<file path="src/rtl/decode_dispatch_queue.sv">
`default_nettype none
// ============================================================================
// Module      : decode_dispatch_queue
// Description : Circular instruction queue feeding an RV32I decoder that
//               reads register operands and dispatches one entry per cycle
//               to the ROB / RS / LSB. Handles JALR redirect (waiting on a
//               dependent rs1 when needed) and mispredict flush.
//               Optional macro DISPATCH_CDB_BYPASS_EN enables operand
//               capture from the common data bus during dispatch.
// Revision    : 1.0 - initial release
// ============================================================================
module decode_dispatch_queue #(
    parameter int ROB_WIDTH_BIT = 5,
    parameter int IQ_DEPTH_BIT  = 2
) (
    input  logic                       clk_in,
    input  logic                       rst_in,
    input  logic                       rdy_in,
    input  logic                       fq_valid,
    input  logic [95:0]                fq_data,
    output logic                       fq_ready,
    input  logic                       flush_in,
    input  logic [2:0]                 unit_full,
    input  logic [ROB_WIDTH_BIT-1:0]   rob_tail,
    output logic [9:0]                 ask_reg_ids,
    input  logic [63:0]                reg_vals,
    input  logic [1:0]                 reg_deps,
    input  logic [2*ROB_WIDTH_BIT-1:0] reg_robs,
    input  logic                       cdb_valid,
    input  logic [ROB_WIDTH_BIT-1:0]   cdb_rob_id,
    input  logic [31:0]                cdb_value,
    output logic [2:0]                 disp_valid,
    output logic [ROB_WIDTH_BIT+12:0]  disp_ctl,
    output logic [31:0]                disp_pc,
    output logic [31:0]                disp_value,
    output logic [31:0]                disp_imm,
    output logic [31:0]                disp_vj,
    output logic [31:0]                disp_vk,
    output logic [2*ROB_WIDTH_BIT+1:0] disp_q,
    output logic                       redirect_valid,
    output logic [31:0]                redirect_addr
);

    localparam int                    c_DEPTH   = 1 << IQ_DEPTH_BIT;
    localparam int                    c_RW      = ROB_WIDTH_BIT;
    localparam logic [IQ_DEPTH_BIT:0] c_PTR_ONE = {{IQ_DEPTH_BIT{1'b0}}, 1'b1};

    localparam logic [6:0] c_OP_LUI    = 7'b0110111;
    localparam logic [6:0] c_OP_AUIPC  = 7'b0010111;
    localparam logic [6:0] c_OP_JAL    = 7'b1101111;
    localparam logic [6:0] c_OP_JALR   = 7'b1100111;
    localparam logic [6:0] c_OP_BRANCH = 7'b1100011;
    localparam logic [6:0] c_OP_LOAD   = 7'b0000011;
    localparam logic [6:0] c_OP_STORE  = 7'b0100011;
    localparam logic [6:0] c_OP_IMM    = 7'b0010011;
    localparam logic [6:0] c_OP_REG    = 7'b0110011;

    typedef enum logic [1:0] {
        S_RUN       = 2'd0,
        S_WAIT_JALR = 2'd1,
        S_REDIRECT  = 2'd2
    } state_t;

    state_t                r_state;
    state_t                w_state_next;
    logic [95:0]           r_mem [c_DEPTH];
    logic [IQ_DEPTH_BIT:0] r_head;
    logic [IQ_DEPTH_BIT:0] r_tail;

    // Queue status: equal indices with differing wrap bits means full
    logic w_empty, w_full, w_enq;
    assign w_empty  = (r_head == r_tail);
    assign w_full   = (r_head[IQ_DEPTH_BIT-1:0] == r_tail[IQ_DEPTH_BIT-1:0]) &&
                      (r_head[IQ_DEPTH_BIT] != r_tail[IQ_DEPTH_BIT]);
    assign fq_ready = !w_full && (r_state != S_REDIRECT) && !flush_in && rdy_in;
    assign w_enq    = fq_valid && fq_ready;

    // Head entry fields
    logic [95:0] w_head;
    logic [31:0] w_ins, w_pc, w_pred_pc;
    logic [2:0]  w_funct3;
    assign w_head      = r_mem[r_head[IQ_DEPTH_BIT-1:0]];
    assign w_ins       = w_head[31:0];
    assign w_pc        = w_head[63:32];
    assign w_pred_pc   = w_head[95:64];
    assign w_funct3    = w_ins[14:12];
    assign ask_reg_ids = {w_ins[24:20], w_ins[19:15]};

    logic [31:0] w_imm_i, w_imm_s, w_imm_b, w_imm_u, w_imm_j;
    assign w_imm_i = {{20{w_ins[31]}}, w_ins[31:20]};
    assign w_imm_s = {{20{w_ins[31]}}, w_ins[31:25], w_ins[11:7]};
    assign w_imm_b = {{19{w_ins[31]}}, w_ins[31], w_ins[7], w_ins[30:25], w_ins[11:8], 1'b0};
    assign w_imm_u = {w_ins[31:12], 12'd0};
    assign w_imm_j = {{11{w_ins[31]}}, w_ins[31], w_ins[19:12], w_ins[20], w_ins[30:21], 1'b0};

    // Operand sources, optionally captured from the CDB when still pending
    logic [31:0]     w_rs1_val, w_rs2_val;
    logic            w_rs1_dep, w_rs2_dep;
    logic [c_RW-1:0] w_rs1_rob, w_rs2_rob;
    assign w_rs1_rob = reg_robs[c_RW-1:0];
    assign w_rs2_rob = reg_robs[2*c_RW-1:c_RW];
`ifdef DISPATCH_CDB_BYPASS_EN
    logic w_hit1, w_hit2;
    assign w_hit1    = reg_deps[0] && cdb_valid && (cdb_rob_id == w_rs1_rob);
    assign w_hit2    = reg_deps[1] && cdb_valid && (cdb_rob_id == w_rs2_rob);
    assign w_rs1_val = w_hit1 ? cdb_value : reg_vals[31:0];
    assign w_rs2_val = w_hit2 ? cdb_value : reg_vals[63:32];
    assign w_rs1_dep = reg_deps[0] && !w_hit1;
    assign w_rs2_dep = reg_deps[1] && !w_hit2;
`else
    logic w_unused_cdb;
    assign w_unused_cdb = ^{cdb_valid, cdb_rob_id, cdb_value};
    assign w_rs1_val    = reg_vals[31:0];
    assign w_rs2_val    = reg_vals[63:32];
    assign w_rs1_dep    = reg_deps[0];
    assign w_rs2_dep    = reg_deps[1];
`endif

    logic [2:0]      w_need;
    logic            w_ready, w_is_jalr, w_use_rs1, w_use_rs2, w_imm_as_vk;
    logic [4:0]      w_rd, w_op;
    logic [1:0]      w_rob_type;
    logic [31:0]     w_imm, w_value, w_vj, w_vk;
    logic            w_qj_valid, w_qk_valid;
    logic [c_RW-1:0] w_qj, w_qk;

    // Combinational RV32I decode of the head entry; unknown encodings become ROB-only NOPs
    always_comb begin
        w_need      = 3'b001;
        w_ready     = 1'b0;
        w_is_jalr   = 1'b0;
        w_use_rs1   = 1'b0;
        w_use_rs2   = 1'b0;
        w_imm_as_vk = 1'b0;
        w_rd        = w_ins[11:7];
        w_op        = 5'd0;
        w_rob_type  = 2'b00;
        w_imm       = 32'd0;
        w_value     = 32'd0;
        case (w_ins[6:0])
            c_OP_REG: begin
                w_need    = 3'b011;
                w_op      = {1'b0, w_ins[30], w_funct3};
                w_use_rs1 = 1'b1;
                w_use_rs2 = 1'b1;
            end
            c_OP_IMM: begin
                w_need      = 3'b011;
                w_use_rs1   = 1'b1;
                w_imm_as_vk = 1'b1;
                w_op        = {1'b0, (w_funct3 == 3'b101) ? w_ins[30] : 1'b0, w_funct3};
                w_imm       = (w_funct3[1:0] == 2'b01) ? {27'd0, w_ins[24:20]} : w_imm_i;
            end
            c_OP_BRANCH: begin
                w_need     = 3'b011;
                w_rob_type = 2'b10;
                w_rd       = 5'd0;
                w_op       = {2'b10, w_funct3};
                w_imm      = w_imm_b;
                w_value    = w_pred_pc;
                w_use_rs1  = 1'b1;
                w_use_rs2  = 1'b1;
            end
            c_OP_LOAD: begin
                w_need     = 3'b101;
                w_rob_type = 2'b11;
                w_op       = {2'b00, w_funct3};
                w_imm      = w_imm_i;
                w_use_rs1  = 1'b1;
            end
            c_OP_STORE: begin
                w_need     = 3'b101;
                w_rob_type = 2'b01;
                w_rd       = 5'd0;
                w_op       = {2'b01, w_funct3};
                w_imm      = w_imm_s;
                w_use_rs1  = 1'b1;
                w_use_rs2  = 1'b1;
            end
            c_OP_JAL: begin
                w_ready = 1'b1;
                w_imm   = w_imm_j;
                w_value = w_pc + 32'd4;
            end
            c_OP_JALR: begin
                w_ready   = 1'b1;
                w_is_jalr = 1'b1;
                w_imm     = w_imm_i;
                w_value   = w_pc + 32'd4;
            end
            c_OP_LUI: begin
                w_ready = 1'b1;
                w_imm   = w_imm_u;
                w_value = w_imm_u;
            end
            c_OP_AUIPC: begin
                w_ready = 1'b1;
                w_imm   = w_imm_u;
                w_value = w_pc + w_imm_u;
            end
            default: begin
                w_ready = 1'b1;
                w_rd    = 5'd0;
            end
        endcase
        w_vj       = w_use_rs1 ? w_rs1_val : 32'd0;
        w_qj_valid = w_use_rs1 && w_rs1_dep;
        w_qj       = w_qj_valid ? w_rs1_rob : '0;
        w_vk       = w_imm_as_vk ? w_imm : (w_use_rs2 ? w_rs2_val : 32'd0);
        w_qk_valid = w_use_rs2 && w_rs2_dep;
        w_qk       = w_qk_valid ? w_rs2_rob : '0;
    end

    logic        w_jalr_wait, w_issue;
    logic [31:0] w_jalr_target;
    assign w_jalr_wait   = w_is_jalr && w_rs1_dep;
    assign w_jalr_target = (w_rs1_val + w_imm_i) & ~32'd1;
    assign w_issue       = !w_empty && ((w_need & unit_full) == 3'b000) &&
                           (r_state != S_REDIRECT) && !w_jalr_wait;

    // Next-state logic for the JALR handling FSM
    always_comb begin
        w_state_next = r_state;
        case (r_state)
            S_RUN: begin
                if (w_issue && w_is_jalr)
                    w_state_next = S_REDIRECT;
                else if (!w_empty && w_jalr_wait)
                    w_state_next = S_WAIT_JALR;
            end
            S_WAIT_JALR: begin
                if (w_issue)
                    w_state_next = S_REDIRECT;
                else if (!w_jalr_wait)
                    w_state_next = S_RUN;
            end
            S_REDIRECT: w_state_next = S_RUN;
            default:    w_state_next = S_RUN;
        endcase
    end

    // FSM state register; flush forces RUN
    always_ff @(posedge clk_in or posedge rst_in) begin
        if (rst_in)
            r_state <= S_RUN;
        else if (rdy_in)
            r_state <= flush_in ? S_RUN : w_state_next;
    end

    // Queue storage; contents need no reset because pointers gate validity
    always_ff @(posedge clk_in) begin
        if (w_enq)
            r_mem[r_tail[IQ_DEPTH_BIT-1:0]] <= fq_data;
    end

    // Queue pointers and registered dispatch / redirect outputs
    always_ff @(posedge clk_in or posedge rst_in) begin
        if (rst_in) begin
            r_head         <= '0;
            r_tail         <= '0;
            disp_valid     <= 3'b000;
            disp_ctl       <= '0;
            disp_pc        <= 32'd0;
            disp_value     <= 32'd0;
            disp_imm       <= 32'd0;
            disp_vj        <= 32'd0;
            disp_vk        <= 32'd0;
            disp_q         <= '0;
            redirect_valid <= 1'b0;
            redirect_addr  <= 32'd0;
        end else if (rdy_in) begin
            if (flush_in) begin
                r_head         <= '0;
                r_tail         <= '0;
                disp_valid     <= 3'b000;
                redirect_valid <= 1'b0;
            end else begin
                disp_valid     <= w_issue ? w_need : 3'b000;
                redirect_valid <= w_issue && w_is_jalr;
                if (w_issue) begin
                    r_head     <= r_head + c_PTR_ONE;
                    disp_ctl   <= {w_ready, rob_tail, w_rd, w_op, w_rob_type};
                    disp_pc    <= w_pc;
                    disp_value <= w_value;
                    disp_imm   <= w_imm;
                    disp_vj    <= w_vj;
                    disp_vk    <= w_vk;
                    disp_q     <= {w_qk_valid, w_qj_valid, w_qk, w_qj};
                end
                // A dispatched JALR discards everything younger, including this cycle's enqueue
                if (w_issue && w_is_jalr) begin
                    r_tail        <= r_head + c_PTR_ONE;
                    redirect_addr <= w_jalr_target;
                end else if (w_enq) begin
                    r_tail <= r_tail + c_PTR_ONE;
                end
            end
        end
    end

endmodule
`default_nettype wire

</file>
<file path="config.mk">
export PLATFORM = sky130hd
export DESIGN_NAME = decode_dispatch_queue
export DESIGN_NICKNAME = d
export VERILOG_FILES = /design/src/rtl/decode_dispatch_queue.sv
export SDC_FILE = /design/constraint.sdc
export NUM_CORES = 1
export LEC_CHECK = 0
export CORE_ASPECT_RATIO = 1.1
export CORE_MARGIN = 2
export CORE_UTILIZATION = 40
export CTS_BUF_LIST = sky130_fd_sc_hd__clkbuf_2 sky130_fd_sc_hd__clkbuf_4 sky130_fd_sc_hd__clkbuf_8
export CTS_CLUSTER_DIAMETER = 50
export DETAILED_ROUTE_END_ITERATION = 10
export HOLD_SLACK_MARGIN = 0.05
export PLACE_DENSITY = 0.67
export REMOVE_ABC_BUFFERS = 1
export SETUP_SLACK_MARGIN = 0.3
export SYNTH_ARGS = -nofsm -noshare
export SYNTH_HDL_FRONTEND = slang
export SYNTH_SLANG_ARGS = --single-unit
</file>
<file path="constraint.sdc">
create_clock -name clk_in -period 23.3 [get_ports clk_in]
set_clock_uncertainty 0.2 [all_clocks]
set_input_delay 2.33 -clock clk_in [delete_from_list [all_inputs] [get_ports clk_in]]
set_output_delay 2.33 -clock clk_in [all_outputs]
set_load 0.01 [all_outputs]
</file>
==> results of run 1 <==
[per-stage QoR]
step	area (um^2)	hold WS, ns	setup slack (ns)	util, %	power, mW
finish	34040	0.2717	16.09	51.26	3.098
global placement	31860	0.2605	16.18	47.99	2.101
floorplan	26310	0.2919	13.95	-	1.772
detailed placement	31860	0.2616	16.15	47.99	2.117
CTS	34030	0.2773	16.12	51.26	3.130
global route	34030	0.2888	15.97	51.26	3.252
[Yosys cell counts, drive strengths merged, types with 31 or more instances]
library cell,n,area (um^2)
a22o,60,525.5
buf,62,361.6
a31oi,31,193.9
a21oi,76,384.1
inv,32,120.1
xnor2,35,306.5
mux4,96,2162
edfxtp,384,11530
ha,55,688.2
clkbuf,50,187.7
nor2,95,356.6
xor2,32,280.3
nand2,291,1095
o21ai,143,715.7
dfrtp,233,5831
[power by group]
| group | switching [mW] | internal, mW | total (mW) |
|---|---|---|---|
| Combinational | 0.408 | 0.371 | 0.779 |
| Sequential | 0.0582 | 1.25 | 1.31 |
| Clock | 0.434 | 0.571 | 1.01 |
| Total | 0.900 | 2.20 | 3.10 |
[sequential cells by signal, indices dropped and copies added, names as in the netlist]
signal,count
redirect_addr,31
disp_vj,32
disp_imm,32
disp_vk,32
disp_value,32
r_tail,3
redirect_valid,1
r_mem,384
disp_valid,3
disp_ctl,18
disp_pc,32
r_head,3
r_state,2
disp_q,12
[cell families after synthesis]
kind of cell	count (synthesis)	share of synthesized area [%]
AO/OA/AOI/OAI	447	11.00
XOR/XNOR	67	2.185
adder cells (fa/ha/maj)	57	2.711
buffers and inverters	144	2.492
flip-flops	617	64.64
multiplexers	104	8.362
other	1	0.01396
AND/OR/NAND/NOR	527	8.591
[final cells by class]
class	count	area, um^2	area share, %
multi-input cells	1203	8877	26.08
flip-flops and latches	617	17370	51.03
diodes	2	5.005	0.01470
well taps	858	1074	3.154
clock inverters	37	336.6	0.9889
clock buffers	150	1833	5.385
repair buffers	448	4414	12.97
inverters	32	127.6	0.3750
[worst max-delay path: cells and delay by family]
family | cells | cell delay [ns]
buffers and inverters | 3 | 1.57
AOI/OAI and AO/OA | 1 | 0.78
[path summary, 6_finish.rpt]
path / start / end / slack (ns)
setup / recovery: rdy_in / fq_ready / 16.09
hold / removal: disp_pc[25] / disp_pc[25] / 0.27
setup reg to reg: r_head[0] / disp_vk[11] / 17.32
hold reg to reg: disp_pc[25] / disp_pc[25] / 0.27
max in group asynchronous: rst_in / disp_vk[7] / 19.35
min in group asynchronous: rst_in / disp_vj[13] / 2.02
[per-layer routing]
metal	share of wire, %	global-route usage, %
met1	39	27.27
met2	51	41.00
met3	7.1	5.517
met4	2.3	7.378
met5	0.13	0
==> out/metrics.csv, run 1 <==
metric,value,unit
status,"complete, no violations",
"Slowest-stage cell, CP",a2111oi_0,
crit path kind,in2out,
unrepaired setup endpoints after global routing,false,
remaining global-route overflow,0,
Longest Clk Path Bufs,3,
post-synthesis cell count,1964,
Final period util,30.92,%
die area,69230,um^2
DRT Pass-1 Iters,5,
CTS Sinks,617,
"Seq/Total Area, Yosys",64.64,%
Site Rows,99,
max-cap violation count,0,
"flops & latches, synth",617,
RD Place Congestion,0.8774,
Leakage Power,12.67,nW
Avg WL per Cell,23.89,um
worst-margin pin slew,1.120,ns
residual DRC count,0,
CTS tree,built,
hpwl dp,54090,um
crit-path max cell delay,0.78,ns
# fillers,5606,
layout net count,2684,
"critical path, cell by cell",clkdlybuf4s50_1 > inv_1 > a2111oi_0 > clkdlybuf4s50_1,
WHS Path Cells,2,
async set-reset flop share out of synthesis,37.76,%
clock buffer count from CTS,102,
post-synth cell types,73,
Worst slew margin,25.31,%
clock-pin slew on the worst setup and hold paths,0.06,ns
r2r worst-path depth,9,
Core ar.,66390,um^2
setup bufs post-CTS,0,
Final Hold Vio Count,0,
syn avg cell area,13.67,um^2
f_max,138.8,MHz
Post-Route WL,79970,um
CTS hold repair buffers,0,
Layout Cells excl Fill,3347,
Resize count post-CTS,0,
Setup crit start kind,input port,
Synth warnings,0,
first-pass GRT wire length,118800,um
Starting DRT DRC Count,1292,
"EDFF count, synth",384,
crit-path max FO,8,
GRT Total Usage,22.91,%
Power Dens Cells,91.01,nW/um^2
H-tree Lvls,3,
Die Wd,251.1,um
main flop type after synthesis,edfxtp_1,
drt via density,5.529,
starting density of the core,40.45,%
layout cells sized above 1,13.07,%
setup TNS,0,ns
vias in the first global route,19250,
worst skew pair latency,0.71,ns
"Arr. time, crit path",4.68,ns
Mapped Area,26860,um^2
antenna violations before repair,9,
nature of the critical path endpoint,output port,
"antenna viol nets, final",0,
largest net degree at the start of global routing,119,
die height,275.8,um
number of port buffers,420,
Area Overhead vs Synth,26.73,%
"Slew Viols, Final",0,
I/O pin count,460,
Worst Hold Class,reg2reg,
final count of negative-setup-slack endpoints,0,
Via Count,18510,
crit path time final,7.205,ns
"commonest non-fill, non-tap cell in the layout",clkdlybuf4s50_1,
CTS root buffer,clkbuf_8,
"Req. time, crit path",20.77,ns
most frequent CP cell,clkdlybuf4s50_1,
most frequent cells in the layout,"420 x clkdlybuf4s50_1, 384 x edfxtp_1, 290 x nand2_1",
worst vdd ir,0.05645,mV
DP Cell Count,3158,
Power figures use the tool's default switching activity.
==> run 2: changes to the inputs <==
==> constraint.sdc (replaced) <==
create_clock -name clk_in -period 6.86 [get_ports clk_in]
set_clock_uncertainty 0.2 [all_clocks]
set_input_delay 0.686 -clock clk_in [delete_from_list [all_inputs] [get_ports clk_in]]
set_output_delay 0.686 -clock clk_in [all_outputs]
set_load 0.01 [all_outputs]
==> out/metrics.csv, run 2 (synthesized netlist as in run 1, its figures left out) <==
metric,value,unit
status,"complete, no violations",
hpwl dp,54460,um
internal power,7.420,mW
Setup crit start kind,flop,
number of port buffers,420,
Final period util,72.07,%
drt via density,5.529,
Leakage Power,12.67,nW
"Slowest-stage cell, CP",mux4_2,
Layout Utilization,51.30,%
clock power share,31.9,%
CTS root buffer,clkbuf_8,
Layout Cells excl Fill,3351,
DP Cell Count,3161,
"commonest non-fill, non-tap cell in the layout",clkdlybuf4s50_1,
setup bufs post-CTS,0,
Site Rows,99,
"antenna viol nets, final",0,
max-cap violation count,0,
most frequent CP cell,o21ai_0,
worst-margin pin slew,1.090,ns
layout cells sized above 1,13.08,%
"Req. time, crit path",7.23,ns
f_max,202.3,MHz
vias in the first global route,19040,
Largest register FFs,384,
die area,69230,um^2
setup TNS,0,ns
crit path kind,reg2reg,
worst skew pair latency,0.69,ns
Resize count post-CTS,0,
# fillers,5561,
Reg power frac,42.4,%
Core ar.,66390,um^2
nature of the critical path endpoint,flop,
unrepaired setup endpoints after global routing,false,
crit-path max FO,30,
Post-Route WL,79630,um
reg2reg setup slack,1.92,ns
starting density of the core,40.45,%
I/O pin count,460,
DRT Pass-1 Iters,5,
fraction of power consumed by combinational cells,25.7,%
residual DRC count,0,
Final Hold Vio Count,0,
Longest Clk Path Bufs,3,
CTS tree,built,
crit path time final,4.944,ns
remaining global-route overflow,0,
largest net degree at the start of global routing,129,
"Arr. time, crit path",5.31,ns
clock buffer count from CTS,102,
clock-pin slew on the worst setup and hold paths,0.06,ns
NetSw,3.056,mW
Starting DRT DRC Count,1351,
sw frac,29.17,%
"Slew Viols, Final",0,
GRT Total Usage,22.73,%
Worst slew margin,26.75,%
worst vdd ir,0.2084,mV
first-pass GRT wire length,117800,um
most frequent cells in the layout,"420 x clkdlybuf4s50_1, 384 x edfxtp_1, 290 x nand2_1",
Area Overhead vs Synth,26.82,%
"critical path, cell by cell",buf_4 > mux4_2 > ha_1 > nand4_1 > a211oi_1 > o21ai_0 > a21oi_1 > o2111ai_1 > a31oi_1 > xnor2_1 > o21ai_0,
die height,275.8,um
Via Count,18530,
Worst Hold Class,reg2reg,
antenna violations before repair,4,
H-tree Lvls,3,
crit-path max cell delay,0.96,ns
layout net count,2687,
Power Dens Cells,307.6,nW/um^2
CTS hold repair buffers,0,
Die Wd,251.1,um
final count of negative-setup-slack endpoints,0,
CTS Sinks,617,
RD Place Congestion,0.8867,
Avg WL per Cell,23.76,um
-- run 2: cell types whose count changed in the layout (fill, tap and decap cells not counted), sizes merged --
cell | before | now
clkinv | 27 | 23
diode | 2 | 1
clkbuf | 150 | 158
buf | 28 | 31
bufinv | 6 | 3
clkinvlp | 0 | 1
-- run 2: per-layer routing --
layer | routed length (um) | track usage [%]
met5 | 42 | 0
met3 | 5561 | 5.083
met1 | 31300 | 27.28
met2 | 40600 | 40.50
met4 | 2120 | 7.754
-- run 2: path summary, 6_finish.rpt --
check	from	end	cells past startpoint
hold / removal	disp_pc[2]	disp_pc[2]	2
max in group asynchronous	rst_in	r_head[1]	3
setup / recovery	r_head[0]	redirect_addr[26]	11
min in group asynchronous	rst_in	disp_vk[16]	2
setup reg to reg	r_head[0]	redirect_addr[26]	11
hold reg to reg	disp_pc[2]	disp_pc[2]	2
-- run 2: layout make-up --
cell class,instances,area [um^2],area share (%)
antenna,1,2.502,0.007347
clock buffer,158,1912,5.613
clock inverter,31,235.2,0.6906
inverter,32,127.6,0.3747
multi-input combinational,1203,8877,26.06
sequential,617,17370,51.00
tap,858,1074,3.152
timing repair buffer,451,4462,13.10
-- run 2: critical path, delay by kind of cell, from the launching register on --
family                     cells  cell delay [ns]
and+or+nand+nor                1             0.20
adders and majority gates      1             0.55
muxes                          1             0.96
xor gates and xnor gates       1             0.16
AOI/OAI and AO/OA              6             1.63
buffers and inverters          1             0.55
DFF                            1             0.53
-- run 2: power groups by stage --
stage | sequential, mW | clock [mW] | combinational [mW]
after floorplan | 4.67 | 0 | 1.35
final | 4.45 | 3.34 | 2.69
after CTS | 4.45 | 3.42 | 2.70
after global placement | 4.50 | 0 | 2.63
after detailed placement | 4.52 | 0 | 2.69
after global routing | 4.48 | 3.59 | 2.91
-- run 2: per-stage QoR --
stage               instance area [um^2]  total power, mW  setup slack, ns  hold WS [ns]
floorplan                          26310            6.019           -2.489        0.2919
global placement                   31910            7.137            1.969        0.2606
detailed placement                 31910            7.208            1.894        0.2619
CTS                                34060            10.58            1.876        0.2562
global route                       34060            10.98            1.630        0.2969
finish                             34060            10.48            1.916        0.2718
==> run 3: changes to the inputs <==
==> constraint.sdc (replaced) <==
create_clock -name clk_in -period 4.75 [get_ports clk_in]
set_clock_uncertainty 0.2 [all_clocks]
set_input_delay 0.475 -clock clk_in [delete_from_list [all_inputs] [get_ports clk_in]]
set_output_delay 0.475 -clock clk_in [all_outputs]
set_load 0.01 [all_outputs]
==> out/metrics.csv, run 3 (synthesized netlist as in run 1, its figures left out) <==
metric,value,unit
remaining global-route overflow,0,
most frequent cells in the layout,"420 x clkdlybuf4s50_1, 384 x edfxtp_1, 290 x nand2_1",
max-cap violation count,0,
Reg-to-Reg End,disp_value[30],
Area Overhead vs Synth,29.24,%
worst skew pair latency,0.71,ns
Power Dens Cells,444.8,nW/um^2
hpwl dp,57030,um
Starting DRT DRC Count,1441,
Final Hold Vio Count,0,
layout cells sized above 1,14.79,%
first-pass GRT wire length,119900,um
Post-Route WL,80760,um
"Req. time, crit path",5.13,ns
CTS Sinks,617,
DRT Pass-1 Iters,6,
Hold Crit Endpoint,disp_q[9],
"Slew Viols, Final",0,
Die Wd,251.1,um
vias in the first global route,19330,
residual DRC count,0,
Register Area,17370,um^2
Worst Min Path Start,reg_robs[9],
CTS tree,built,
internal power,10.93,mW
final hold slack,0.1346,ns
reg2reg setup slack,0.48,ns
busiest grt layer,met2,
final count of negative-setup-slack endpoints,0,
worst-margin pin slew,1.062,ns
WHS Path Cells,3,
final worst slack,0.4840,ns
Avg WL per Cell,23.72,um
r2r worst-path depth,11,
"Arr. time, crit path",4.65,ns
clock buffer count from CTS,101,
crit path kind,reg2reg,
largest net degree at the start of global routing,117,
Longest Clk Path Bufs,3,
DP Cell Count,3202,
"commonest non-fill, non-tap cell in the layout",clkdlybuf4s50_1,
Site Rows,99,
CTS root buffer,clkbuf_8,
crit path time final,4.266,ns
Setup crit start kind,flop,
layout net count,2738,
Via Count,18750,
# fillers,5542,
H-tree Lvls,3,
R2R Path Start,r_head[0],
Reg power frac,41.6,%
unrepaired setup endpoints after global routing,false,
worst vdd ir,0.3050,mV
die height,275.8,um
drt via density,5.507,
M3 GR Usage,5.017,%
I/O pin count,460,
GR met2 Demand/Resource,40.17,%
footprint of the multi-input gates,8897,um^2
antenna violations before repair,8,
"antenna viol nets, final",0,
starting density of the core,40.45,%
f_max,234.4,MHz
Leakage Power,12.99,nW
GR Util met1,28.60,%
number of port buffers,420,
Worst slew margin,28.64,%
sw frac,29.19,%
NetSw,4.507,mW
fraction of power consumed by combinational cells,25.8,%
status,"complete, no violations",
nature of the critical path endpoint,flop,
die area,69230,um^2
Largest register FFs,384,
GRT Total Usage,23.21,%
Final period util,89.81,%
Layout Cells excl Fill,3405,
clock power share,32.6,%
Setup WS pre-CTS,0.3705,ns
RD Place Congestion,0.8911,
crit-path max FO,13,
Core ar.,66390,um^2
Worst Hold Class,in2reg,
clock-pin slew on the worst setup and hold paths,0.06,ns
[run 3: cell types whose count changed in the layout (fill, tap and decap cells not counted), moves of 2 or more]
cell,previous run,this run
buf_6,0,2
buf_12,2,13
bufinv_16,3,6
inv_8,2,4
clkbuf_4,42,40
buf_4,29,62
diode_2,1,4
dlygate4sd3_1,0,5
clkbuf_8,116,114
clkinv_2,7,5
clkinv_1,15,13
[run 3: through the flow]
stage | instance area [um^2] | total power [mW] | utilization (%) | setup TNS, ns
6_report | 34710 | 15.44 | 52.28 | 0
5_1_grt | 34710 | 16.19 | 52.28 | 0
4_1_cts | 34620 | 15.55 | 52.14 | 0
3_5_place_dp | 32350 | 10.49 | 48.73 | 0
3_3_place_gp | 32350 | 10.41 | 48.73 | 0
2_1_floorplan | 26310 | 8.693 | - | -2670.33
[run 3: worst max path at each step]
stage | from | end | slack [ns] | cells past startpoint
after CTS | r_head[0] | disp_q[8] | 0.35 | 9
after global placement | r_head[0] | disp_value[31] | 0.43 | 10
after floorplan | r_head[0] | disp_imm[0] | -4.60 | 7
after detailed placement | r_head[0] | disp_q[8] | 0.37 | 9
after global routing | r_head[0] | disp_value[14] | 0.33 | 10
final | r_head[0] | disp_value[30] | 0.48 | 11
[run 3: area by class of cell]
cell class | count | area share [%]
Timing Repair Buffer | 503 | 14.45
Inverter | 32 | 0.3677
Tap cell | 858 | 3.093
Clock buffer | 154 | 5.385
Antenna cell | 4 | 0.02884
Clock inverter | 34 | 0.9985
Multi-Input combinational cell | 1203 | 25.63
Sequential cell | 617 | 50.04
[run 3: worst max-delay path, stage by stage (launching register included)]
cell	delay, ns
dfrtp_4	0.54
buf_4	0.33
mux4_2	0.69
ha_1	0.38
nor2b_1	0.16
o31a_1	0.27
o31a_1	0.33
a41o_1	0.31
o211ai_1	0.31
mux2i_1	0.26
o221ai_1	0.13
a22o_1	0.22
[run 3: metal layers]
metal	share of wire (%)	up-vias
li1	-	8449
met3	7.0	137
met4	2.9	8
met1	40	9420
met2	50	738
met5	0.078	-
[run 3: power groups by stage]
| stage | logic, mW | registers (mW) | clock network [mW] |
|---|---|---|---|
| after CTS | 3.97 | 6.43 | 5.14 |
| after detailed placement | 3.95 | 6.53 | 0 |
| after global routing | 4.34 | 6.47 | 5.37 |
| after floorplan | 1.94 | 6.75 | 0 |
| final | 3.98 | 6.43 | 5.03 |
| after global placement | 3.89 | 6.52 | 0 |
[run 3: repair_timing]
| item | CTS | global route |
|---|---|---|
| hold buffers | 5 | 0 |
| gates resized for setup | 0 | 8 |
| endpoints found under the hold margin | 5 | 0 |
| setup endpoints to repair | 0 | 107 |
| setup buffers | 0 | 6 |
